--- src/rtl/score_tracker.sv ---
`default_nettype none
// ============================================================================
//  Module      : score_tracker
//  Description : Clocked game score unit. Turns raw collision/miss levels into
//                single-count events, keeps a saturating score, the remaining
//                lives, the IDLE/PLAY/OVER game state and the session high
//                score. Feeds the seven-segment / VGA score display.
//  Revision    : 1.0 - initial release
// ----------------------------------------------------------------------------
//  Parameters
//    SCORE_W    : score / high-score width in bits
//    POINTS     : amount added per collision event
//    MAX_SCORE  : saturation ceiling, must be <= 2**SCORE_W-1
//    LIVES_INIT : lives loaded at game start (1..7)
//
//  Ports
//    clk        in   system clock
//    reset      in   synchronous active-high reset
//    start      in   level, begin or restart a game (ignored while playing)
//    collision  in   level, object hit; a held level counts once
//    miss       in   level, life lost; a held level counts once
//    score      out  current game score (SCORE_W)
//    high_score out  best score since reset (SCORE_W)
//    lives      out  remaining lives (3)
//    playing    out  high in PLAY state
//    game_over  out  high in OVER state
//    new_high   out  one-cycle pulse when high_score is updated
//    score_bcd  out  3-digit BCD copy of score (only with SCORE_BCD_EN)
//
//  Build option
//    SCORE_BCD_EN : when defined, adds the score_bcd output and its parallel
//                   BCD counter. Absent by default.
// ============================================================================
module score_tracker #(
  parameter int SCORE_W    = 8,
  parameter int POINTS     = 1,
  parameter int MAX_SCORE  = 255,
  parameter int LIVES_INIT = 3
) (
  input  logic               clk,
  input  logic               reset,
  input  logic               start,
  input  logic               collision,
  input  logic               miss,
  output logic [SCORE_W-1:0] score,
  output logic [SCORE_W-1:0] high_score,
  output logic [2:0]         lives,
  output logic               playing,
  output logic               game_over,
  output logic               new_high
`ifdef SCORE_BCD_EN
  ,
  output logic [11:0]        score_bcd
`endif
);

  // --------------------------------------------------------------------------
  // State encoding
  // --------------------------------------------------------------------------
  localparam logic [1:0] S_IDLE = 2'd0;
  localparam logic [1:0] S_PLAY = 2'd1;
  localparam logic [1:0] S_OVER = 2'd2;

  // Score arithmetic is done one bit wider than the score so that the sum
  // can exceed MAX_SCORE without wrapping before the clamp is applied.
  localparam logic [SCORE_W:0] c_POINTS_X   = (SCORE_W+1)'(POINTS);
  localparam logic [SCORE_W:0] c_MAX_X      = (SCORE_W+1)'(MAX_SCORE);
  localparam logic [2:0]       c_LIVES_INIT = 3'(LIVES_INIT);

  // --------------------------------------------------------------------------
  // Registers
  // --------------------------------------------------------------------------
  logic [1:0]         r_state;
  logic [SCORE_W-1:0] r_score;
  logic [SCORE_W-1:0] r_high;
  logic [2:0]         r_lives;
  logic               r_new_high;

  // Event history. The inputs are first captured (r_*_q) and then delayed
  // once more (r_*_d); the rising edge is detected between the two, so an
  // event reaches score/lives two clock edges after the input transition
  // and the raw inputs never feed the update logic directly.
  logic               r_coll_q;
  logic               r_coll_d;
  logic               r_miss_q;
  logic               r_miss_d;

  // --------------------------------------------------------------------------
  // Combinational helpers
  // --------------------------------------------------------------------------
  logic               w_coll_evt;
  logic               w_miss_evt;
  logic               w_last_life;
  logic [SCORE_W:0]   w_score_sum;
  logic [SCORE_W-1:0] w_score_sat;
  logic [SCORE_W-1:0] w_score_nxt;
  logic               w_beats_high;

  assign w_coll_evt  = r_coll_q & ~r_coll_d;
  assign w_miss_evt  = r_miss_q & ~r_miss_d;
  assign w_last_life = w_miss_evt && (r_lives == 3'd1);

  assign w_score_sum = {1'b0, r_score} + c_POINTS_X;
  assign w_score_sat = (w_score_sum > c_MAX_X) ? c_MAX_X[SCORE_W-1:0]
                                               : w_score_sum[SCORE_W-1:0];

  // Score as it will be after this cycle while playing. The high-score
  // compare uses this value so that a collision landing on the same cycle
  // as the final miss is counted in the final score.
  assign w_score_nxt  = w_coll_evt ? w_score_sat : r_score;
  assign w_beats_high = (w_score_nxt > r_high);

  // --------------------------------------------------------------------------
  // Edge-detect history: samples every cycle in every state
  // --------------------------------------------------------------------------
  always_ff @(posedge clk) begin
    if (reset) begin
      r_coll_q <= 1'b0;
      r_coll_d <= 1'b0;
      r_miss_q <= 1'b0;
      r_miss_d <= 1'b0;
    end else begin
      r_coll_q <= collision;
      r_coll_d <= r_coll_q;
      r_miss_q <= miss;
      r_miss_d <= r_miss_q;
    end
  end

  // --------------------------------------------------------------------------
  // Game FSM with score, lives and high score
  // --------------------------------------------------------------------------
  always_ff @(posedge clk) begin
    if (reset) begin
      r_state    <= S_IDLE;
      r_score    <= '0;
      r_high     <= '0;
      r_lives    <= 3'd0;
      r_new_high <= 1'b0;
    end else begin
      r_new_high <= 1'b0;
      case (r_state)
        S_IDLE: begin
          if (start) begin
            r_state <= S_PLAY;
            r_score <= '0;
            r_lives <= c_LIVES_INIT;
          end
        end

        S_PLAY: begin
          r_score <= w_score_nxt;
          if (w_miss_evt) begin
            r_lives <= r_lives - 3'd1;
          end
          // The high score is settled on the edge that enters OVER, so the
          // pulse coincides with the first cycle game_over is high.
          if (w_last_life) begin
            r_state <= S_OVER;
            if (w_beats_high) begin
              r_high     <= w_score_nxt;
              r_new_high <= 1'b1;
            end
          end
        end

        S_OVER: begin
          if (start) begin
            r_state <= S_PLAY;
            r_score <= '0;
            r_lives <= c_LIVES_INIT;
          end
        end

        default: begin
          r_state <= S_IDLE;
        end
      endcase
    end
  end

  // --------------------------------------------------------------------------
  // Optional BCD score counter
  // --------------------------------------------------------------------------
`ifdef SCORE_BCD_EN
  // Converts a non-negative integer below 1000 into three BCD digits.
  function automatic logic [11:0] f_to_bcd(input int unsigned v);
    int unsigned t;
    logic [11:0] r;
    t = v;
    r = '0;
    for (int i = 0; i < 3; i++) begin
      r[i*4 +: 4] = 4'(t % 10);
      t = t / 10;
    end
    return r;
  endfunction

  localparam logic [11:0] c_BCD_POINTS = f_to_bcd(POINTS);
  localparam logic [11:0] c_BCD_CAP    = f_to_bcd((MAX_SCORE > 999) ? 999 : MAX_SCORE);

  logic [11:0] r_bcd;
  logic [11:0] w_bcd_sum;
  logic        w_bcd_ovf;
  logic [11:0] w_bcd_sat;

  // Digit-serial decimal add with carry between digits; a carry out of the
  // hundreds digit means the sum passed 999.
  always_comb begin
    logic [4:0] w_dsum;
    logic       w_carry;
    w_bcd_sum = '0;
    w_carry   = 1'b0;
    w_dsum    = '0;
    for (int i = 0; i < 3; i++) begin
      w_dsum = {1'b0, r_bcd[i*4 +: 4]} + {1'b0, c_BCD_POINTS[i*4 +: 4]}
             + {4'd0, w_carry};
      if (w_dsum > 5'd9) begin
        w_bcd_sum[i*4 +: 4] = 4'(w_dsum - 5'd10);
        w_carry             = 1'b1;
      end else begin
        w_bcd_sum[i*4 +: 4] = w_dsum[3:0];
        w_carry             = 1'b0;
      end
    end
    w_bcd_ovf = w_carry;
  end

  // Valid BCD compares correctly as a plain binary number.
  assign w_bcd_sat = (w_bcd_ovf || (w_bcd_sum > c_BCD_CAP)) ? c_BCD_CAP : w_bcd_sum;

  always_ff @(posedge clk) begin
    if (reset) begin
      r_bcd <= '0;
    end else begin
      case (r_state)
        S_IDLE, S_OVER: begin
          if (start) begin
            r_bcd <= '0;
          end
        end
        S_PLAY: begin
          if (w_coll_evt) begin
            r_bcd <= w_bcd_sat;
          end
        end
        default: begin
          r_bcd <= r_bcd;
        end
      endcase
    end
  end

  assign score_bcd = r_bcd;
`endif

  // --------------------------------------------------------------------------
  // Outputs: all driven from registers
  // --------------------------------------------------------------------------
  assign score      = r_score;
  assign high_score = r_high;
  assign lives      = r_lives;
  assign playing    = (r_state == S_PLAY);
  assign game_over  = (r_state == S_OVER);
  assign new_high   = r_new_high;

endmodule
`default_nettype wire

--- config.mk ---
export PLATFORM = sky130hd
export DESIGN_NAME = score_tracker
export DESIGN_NICKNAME = d
export VERILOG_FILES = /design/src/rtl/score_tracker.sv
export SDC_FILE = /design/constraint.sdc
export NUM_CORES = 1
export LEC_CHECK = 0
export ABC_CLOCK_PERIOD_IN_PS = 3200
export CAP_MARGIN = 20
export CORE_UTILIZATION = 51
export DETAILED_ROUTE_END_ITERATION = 8
export PLACE_DENSITY_LB_ADDON = 0.12
export SLEW_MARGIN = 25
export SYNTH_ARGS = -nofsm -noshare
export SYNTH_HDL_FRONTEND = slang
export SYNTH_SLANG_ARGS = --single-unit
--- constraint.sdc ---
create_clock -name clk -period 3.2 [get_ports clk]
set_input_delay 0.64 -clock clk [delete_from_list [all_inputs] [get_ports clk]]
set_output_delay 0.64 -clock clk [all_outputs]
set_load 0.02 [all_outputs]
# Word-level counts from Yosys, hierarchy flattened
# Cells that the tools add are included.
[totals] regBits=26 in_bits=5 out_inout_bits=22 word_cells=45
[classes] add_sub_neg=2 order_cmp=2 n_eq_ne=6 muxes=11 bitwise=6 reduce_logical=9
[op_table] op="$mux W8" count=3
[op_table] op="$pmux W8 S2" count=1
[op_table] op="$add A8 B1 Y9 const B" count=1
[op_table] op="$gt A9 B8 Y1 const B" count=1
[op_table] op="$gt A8 B8 Y1" count=1
[op_table] op="$mux W3" count=2
[op_table] op="$ne A2 B1 Y1 const B" count=3
[op_table] op="$pmux W3 S2" count=1
[op_table] op="$reduce_and A3 Y1" count=2
[op_table] op="$mux W2" count=2
[op_table] op="$not A1 Y1" count=4
[op_table] op="$pmux W2 S2" count=1
[op_table] op="$reduce_and A2 Y1" count=2
[op_table] op="$eq A3 B1 Y1 const B" count=1
[op_table] op="$reduce_or A3 Y1" count=1
[op_table] op="$sub A3 B1 Y3 const B" count=1
[op_table] op="$and A1 B1 Y1" count=2
[op_table] op="$eq A2 B1 Y1 const B" count=1
[op_table] op="$eq A2 B2 Y1 const B" count=1
[op_table] op="$logic_not A2 Y1" count=1
[op_table] op="$reduce_bool A2 Y1" count=1
[op_table] op="$reduce_or A2 Y1" count=1
[op_table] op="$logic_and A1 B1 Y1" count=1
[op_table] op="$mux W1" count=1

# Logic depth before layout (Yosys ltp)
# Gate-level depths: netlist of the first run.
[depth] depth_word=6 ltp_mapped=11

# Least setup slack after synthesis of the first run
# OpenSTA, ideal clock, no wires.
[synth_path] path_kind="reg2reg" startpoint="register r_score[0], in the netlist score[0]" endpoint="register r_high[4], in the netlist high_score[4]" setup_ns=0.096 t_arrival_ns=2.669 required_ns=3.104 slack_ns=0.435 path_stages_with_launch=11 n_path_buf=0 cell_sequence="dfxtp_1 -> ha_1 -> nand3b_1 -> nor4_1 -> mux2_2 -> ha_1 -> nand4_1 -> o211ai_2 -> a21oi_4 -> a211o_1 -> o41ai_2"
[synth_via] elab_chain_len=6
[synth_lines] item="from (decl)" line_no="74" rtl="logic [SCORE_W-1:0] r_score;"
[synth_lines] item="from (signal assigned)" line_no="152" rtl="r_score <= w_score_nxt;"
[synth_lines] item="$add A8 B1 Y9 (*)" line_no="103" rtl="assign w_score_sum = {1'b0, r_score} + c_POINTS_X;"
[synth_lines] item="$gt A9 B8 Y1" line_no="104" rtl="assign w_score_sat = (w_score_sum > c_MAX_X) ? c_MAX_X[SCORE_W-1:0]"
[synth_lines] item="$mux W8 (*)" line_no="104"
[synth_lines] item="$mux W8 (*)" line_no="110" rtl="assign w_score_nxt = w_coll_evt ? w_score_sat : r_score;"
[synth_lines] item="net w_score_nxt[6]" line_no="96" rtl="logic [SCORE_W-1:0] w_score_nxt;"
[synth_lines] item="$gt A8 B8 Y1 (*)" line_no="111" rtl="assign w_beats_high = (w_score_nxt > r_high);"
[synth_lines] item="$reduce_and A3 Y1 (no source line) (*)"
[synth_lines] item="to (signal assigned)" line_no="161" rtl="r_high <= w_score_nxt;"
[synth_lines] item="to (decl)" line_no="75" rtl="logic [SCORE_W-1:0] r_high;"
# Mark *: on every way through the listed nets, which the timed path passes. The rest lies on a longest branch.
# A chain may end at the register's enable or synchronous reset.

# Worst setup path in the final report of the first run
# Ends and elaborated chain as after synthesis.

==> results of run 1 <==
## placed cells by master (no fill, tap or decap), drive strengths merged
cell            n
and4            1
mux2i           1
nand2b          4
inv            15
o22a            1
nor3            7
nand3b          1
nor4            2
o211ai          2
o21a            1
a31oi           1
a22oi           5
nand3           9
a41oi           1
clkbuf          4
mux2            2
nor3b           2
ha             12
clkdlybuf4s50  26
and4bb          1
buf             3
a2111oi         1
o41ai           1
a21o            1
nand4           3
nor2b           7
nand2           5
a211o           2
and3            2
a21oi          21
dfxtp          26
o21ai           7
xor2            1
nor2           20
a211oi          2
## cell usage after synthesis, drive strengths merged (2+ instances only)
cell	instances	area [um^2]
nand3	9	57.6
nor3	7	35.0
inv	15	56.3
o21ai	7	35.0
nor3b	2	20.0
nor4	2	12.5
ha	12	150
nand4	3	18.8
clkbuf	3	11.3
o211ai	2	20.0
a21oi	21	131
nand2	5	18.8
nor2b	7	43.8
nand2b	4	25.0
a211oi	2	15.0
mux2	2	22.5
nor2	20	75.1
a211o	2	17.5
buf	2	11.3
and3	2	17.5
a22oi	5	37.5
dfxtp	26	521
## state kept, by name, summed over array words and instances (netlist names)
register	count
new_high	1
r_coll_d	1
r_coll_q	1
r_miss_d	1
lives	3
r_miss_q	1
r_state	2
score	8
high_score	8
## per-layer routing
metal	vias to the layer above	part of all wire	global-route usage
met4	0	0.018	0.0929
met3	7	0.026	0.0256
li1	669	-	-
met5	-	0	0
met1	624	0.47	0.269
met2	30	0.49	0.399
## worst reg2reg max path, cell delays in order, from the launching register on
cell and delay, ps:
dfxtp_1 490, ha_1 250, nand3b_1 190, nor4_1 250, mux2_2 400, ha_1 300
o21a_1 220, a21oi_4 250, nand3_4 160, a211o_1 310, o41ai_2 50
## cell type report
class / instances / area share
timing repair buffer: 29 / 0.157
tap: 31 / 0.0215
sequential: 26 / 0.289
inverter: 15 / 0.0313
multi-input combinational: 126 / 0.481
clock buffer: 4 / 0.0202
## logic make-up (layout without fill, tap and decap cells)
kind of cell	after synthesis	in the layout
muxes	3	3
xor gates and xnor gates	1	1
AOI/OAI and AO/OA	46	46
and+or+nand+nor	64	64
DFF	26	26
adders and majority gates	12	12
buffers and inverters	20	48
## power by group through the flow
stage	Clock, uW	Combinational (uW)	Sequential [uW]
6_report	174	76.9	338
5_1_grt	187	84.6	339
4_1_cts	175	76.5	338
3_5_place_dp	0	76.0	345
3_3_place_gp	0	73.9	344
2_1_floorplan	0	45.3	348
## stage by stage
step	util	instances	setup slack (ps)
4_1_cts	0.659	231	260
2_1_floorplan	-	172	435
6_report	0.659	231	250
3_3_place_gp	0.645	227	445
3_5_place_dp	0.645	227	333
5_1_grt	0.659	231	79.8
## worst paths after layout
check	startpoint	end	slack (ps)	depth (start not counted)
worst max-delay path	score[0]	high_score[4]	250	10
worst min-delay path	r_miss_q	r_miss_d	490	1
worst max register to register	score[0]	high_score[4]	250	10
worst min register to register	r_miss_q	r_miss_d	490	1
==> impl_metrics.toml, run 1 <==
[status]
outcome = "finished clean"

[floorplan]
fp.coreArea_um2 = 2730
fp.dieH_um = 55.6
rows = 19
die_w_um = 55.6
die-area_um2 = 3090
io_pins = 27
start_util = 0.536

[route]
drt_iter0_drc = 58
vias = 1330
ant_nets = 0
wl_per_cell_um = 14.3
viasPerCell = 5.76
finalWirelength_um = 3310
drc = 0
drtPass1Iterations = 4

[pwr]
p_int_uw = 431
p_switching_uw = 157
p_seq_frac = 0.574
fin_total_pwr_uw = 589
p_comb_frac = 0.131
clkPwrFrac = 0.296
power_density_nw_per_um2 = 327
p_leak_uw = 0.000651
ir_drop_uv = 270
switching_share = 0.267

[timing]
hold_ws_ps = 491
fin_crit_sh = 0.922
slew_headroom = 0.299
rsz0062_at_grt = "no"
fin_worst_skew_ps = 8.19
drv_slew = 0
finalSetupViolCount = 0
worst_slew_pin_slew_ps = 1050
fin_setup_tns_ps = 0
clock.fmax_ghz = 0.339
hold_viol = 0
layout_min_cycle_time_ps = 2950

[synthesis]
synth_top_family_by_area = "simple AND/OR/NAND/NOR gates"
syn_nets = 189
synth.mux.area_fraction = 0.0222
yosys_register_bits = 26
synthXorXnorAreaFrac = 0.00598
yosysSeqAreaShare = 0.355
yosys_warnings = 0
synthArstFlopShare = 0
synth_compound_area_frac = 0.219
ys_dominant_reg_cell = "dfxtp_1"
yosysUniqueCellTypes = 42
synth_enable_flop_cells = 0
netlist_area_um2 = 1470
synthCells = 172
post_synth.cell_area_avg_um2 = 8.52
synth_adder_area_share = 0.102
synth_simple_gate_area_frac = 0.241

[worst_setup_path]
critical_path_class = "register to register"
cp.arrival_ps = 3200
crit_family = "compound AO/OA/AOI/OAI gates"
end_kind = "register"
crit_path_frequent_cell = "ha_1"
crit_required_ps = 3450
startpoint_type = "register"
worstPathMaxFanout = 9
worstPathCellList = "ha_1 > nand3b_1 > nor4_1 > mux2_2 > ha_1 > o21a_1 > a21oi_4 > nand3_4 > a211o_1 > o41ai_2"
critPathSlowestCell = "dfxtp_1"
cpPeakStageDelay_ps = 490
path_buf_inv = 0

[finish]
diodes = 0
final-seq-area_um2 = 520
nets = 218
fin_area_um2 = 1800
multi_input_area_um2 = 866
synthToLayoutAreaGrowth_pct = 22.9
n_fill_cell = 249
layout-drive-gt1-share = 0.100

[global_route]
grt_max_degree = 28
antenna_found_initial = 0
grt_pass1_vias = 1287
grt_pass1_wl_um = 5530
grt_overflow_total = 0
track_usage = 0.223

[min_path]
min_path_type = "register to register"

[cts]
root_buffer = "clkbuf_4"
numCtsBuffers = 3
cts.sinks = 26
cts_buffer_depth = 2
post-cts-setup-buffers = 0
htreeDepth = 1
tritoncts = "built"
cts_resized = 0
ctsHoldBuffers = 0
clock_latency_ps = 340
clk_pin_slew_ps = 150

[placement]
io_buffers = 26
dp_hpwl_um = 2410
dpl-instance-area_um2 = 1760
place.gp.congestion = 0.926

[run]
drv_cap = 0
Note: power is estimated with default switching activity, not from simulation.
==> run 2: changes to the inputs <==
- CORE_UTILIZATION: 51 -> 32
- PLACE_DENSITY: not set -> 0.52
- PLACE_DENSITY_LB_ADDON: 0.12 -> not set
==> run 2 against run 1 <==
Sequential share of layout area shrank 1.0 points. Wire length rose by 10%. Clock power grew 27%. Maximum frequency fell by 0.35%. Global-route usage fell by 6.3 points. Critical path depth is the same. First-iteration DRC count is 38% higher. Core utilization down 23 points.
==> impl_metrics.toml, run 2 (synthesis gave the netlist of run 1 again) <==
[placement]
dp_hpwl_um = 2780
pre_cts_slack_ps = 276
io_buffers = 26
dpl-instance-area_um2 = 1810
place.gp.congestion = 0.910

[timing]
hold_viol = 0
hold_ws_ps = 478
layout_setup_ws_ps = 239
clock.fmax_ghz = 0.338
rsz0062_at_grt = "no"
layout_min_cycle_time_ps = 2960
slew_headroom = 0.556
worst_slew_pin_slew_ps = 664
finalSetupViolCount = 0
fin_worst_skew_ps = 3.17
drv_slew = 0
fin_setup_tns_ps = 0
fin_crit_sh = 0.925

[cts]
cts.sinks = 26
clock_latency_ps = 270
root_buffer = "clkbuf_8"
htreeDepth = 1
cts_buffer_depth = 2
numCtsBuffers = 3
tritoncts = "built"
clk_pin_slew_ps = 100
ctsHoldBuffers = 0

[pwr]
power_density_nw_per_um2 = 342
ir_drop_uv = 163
fin_total_pwr_uw = 638
p_leak_uw = 0.000674

[route]
drt_iter0_drc = 80
drtPass1Iterations = 4
finalWirelength_um = 3650
ant_nets = 0
vias = 1350
viasPerCell = 5.29
wl_per_cell_um = 14.3
drc = 0

[finish]
synthToLayoutAreaGrowth_pct = 27.6
fin_area_um2 = 1870
final_common_cell = "clkdlybuf4s50_1"
layout-drive-gt1-share = 0.118
final_cell_mix = "26 x clkdlybuf4s50_1, 25 x dfxtp_1, 20 x nor2_1"
nets = 221
diodes = 0

[worst_setup_path]
worstPathMaxFanout = 9
rr_startpoint = "score[1]"
startpoint_type = "register"
crit_path_end = "high_score[4]"
r2r_cells = 10
end_kind = "register"
crit_path_frequent_cell = "ha_1"
cpPeakStageDelay_ps = 450
r2r-end = "high_score[4]"
cp.arrival_ps = 3140
critPathSlowestCell = "dfxtp_1"
crit_cells = 10
critical_path_class = "register to register"
path_buf_inv = 0
crit_required_ps = 3380
crit_family = "compound AO/OA/AOI/OAI gates"
worstPathCellList = "ha_1 > nand3b_1 > nor4_1 > mux2_2 > ha_1 > nand4_1 > o211ai_2 > a21oi_4 > a211o_1 > o41ai_2"
crit_path_start = "score[1]"
rrSetupSlack_ps = 240

[min_path]
min_path_type = "register to register"

[floorplan]
start_util = 0.334
die_w_um = 69.7
io_pins = 27
die-area_um2 = 4850
fp.dieH_um = 69.7
rows = 24
fp.coreArea_um2 = 4380

[global_route]
grt_max_degree = 18
grt_pass1_vias = 1312
antenna_found_initial = 0
track_usage = 0.160
grt_overflow_total = 0
grt_pass1_wl_um = 6290

[status]
outcome = "finished clean"

[run]
drv_cap = 0
-- run 2: changes by cell type in the layout (fill, tap and decap cells not counted), sizes merged --
| cell | change |
|---|---|
| buf | +3 |
-- run 2: worst min path at each step --
| stage | cells past startpoint | to | from |
|---|---|---|---|
| final | 1 | r_miss_d | r_miss_q |
| after global routing | 1 | r_miss_d | r_miss_q |
| after CTS | 1 | r_miss_d | r_miss_q |
| after detailed placement | 1 | r_miss_d | r_miss_q |
| after global placement | 1 | r_miss_d | r_miss_q |
| after floorplan | 1 | r_miss_d | r_miss_q |
-- run 2: repair_timing --
item | in CTS | in global routing
gates resized for setup | 0 | 1
setup endpoints to repair | 0 | 1
hold endpoints to repair | 0 | 0
setup buffers | 0 | 0
-- run 2: stage by stage --
stage               std cells   util
global route              255  0.426
finish                    255  0.426
detailed placement        251  0.414
floorplan                 172      -
CTS                       255  0.426
global placement          251  0.414
-- run 2: layout make-up --
type                            count  area (um^2)
Fill cell                         437         2510
Inverter                           15         56.3
Timing Repair Buffer               32          305
Sequential cell                    26          522
Clock buffer                        4         55.1
Tap cell                           52         65.1
Multi-Input combinational cell    126          866
-- run 2: per-layer routing --
metal,global-route usage,part of all wire,vias up
met5,0,0,-
met4,0.0400,0.010,0
met3,0.0276,0.037,4
met2,0.260,0.47,30
met1,0.221,0.48,638
li1,-,-,678
-- run 2: power by group --
group	leakage [uW]	internal, uW	switching (uW)
sequential	0.000212	331	6.61
combinational	0.000434	32.1	47.8
clock	0.0000288	110	111
total	0.000674	473	165
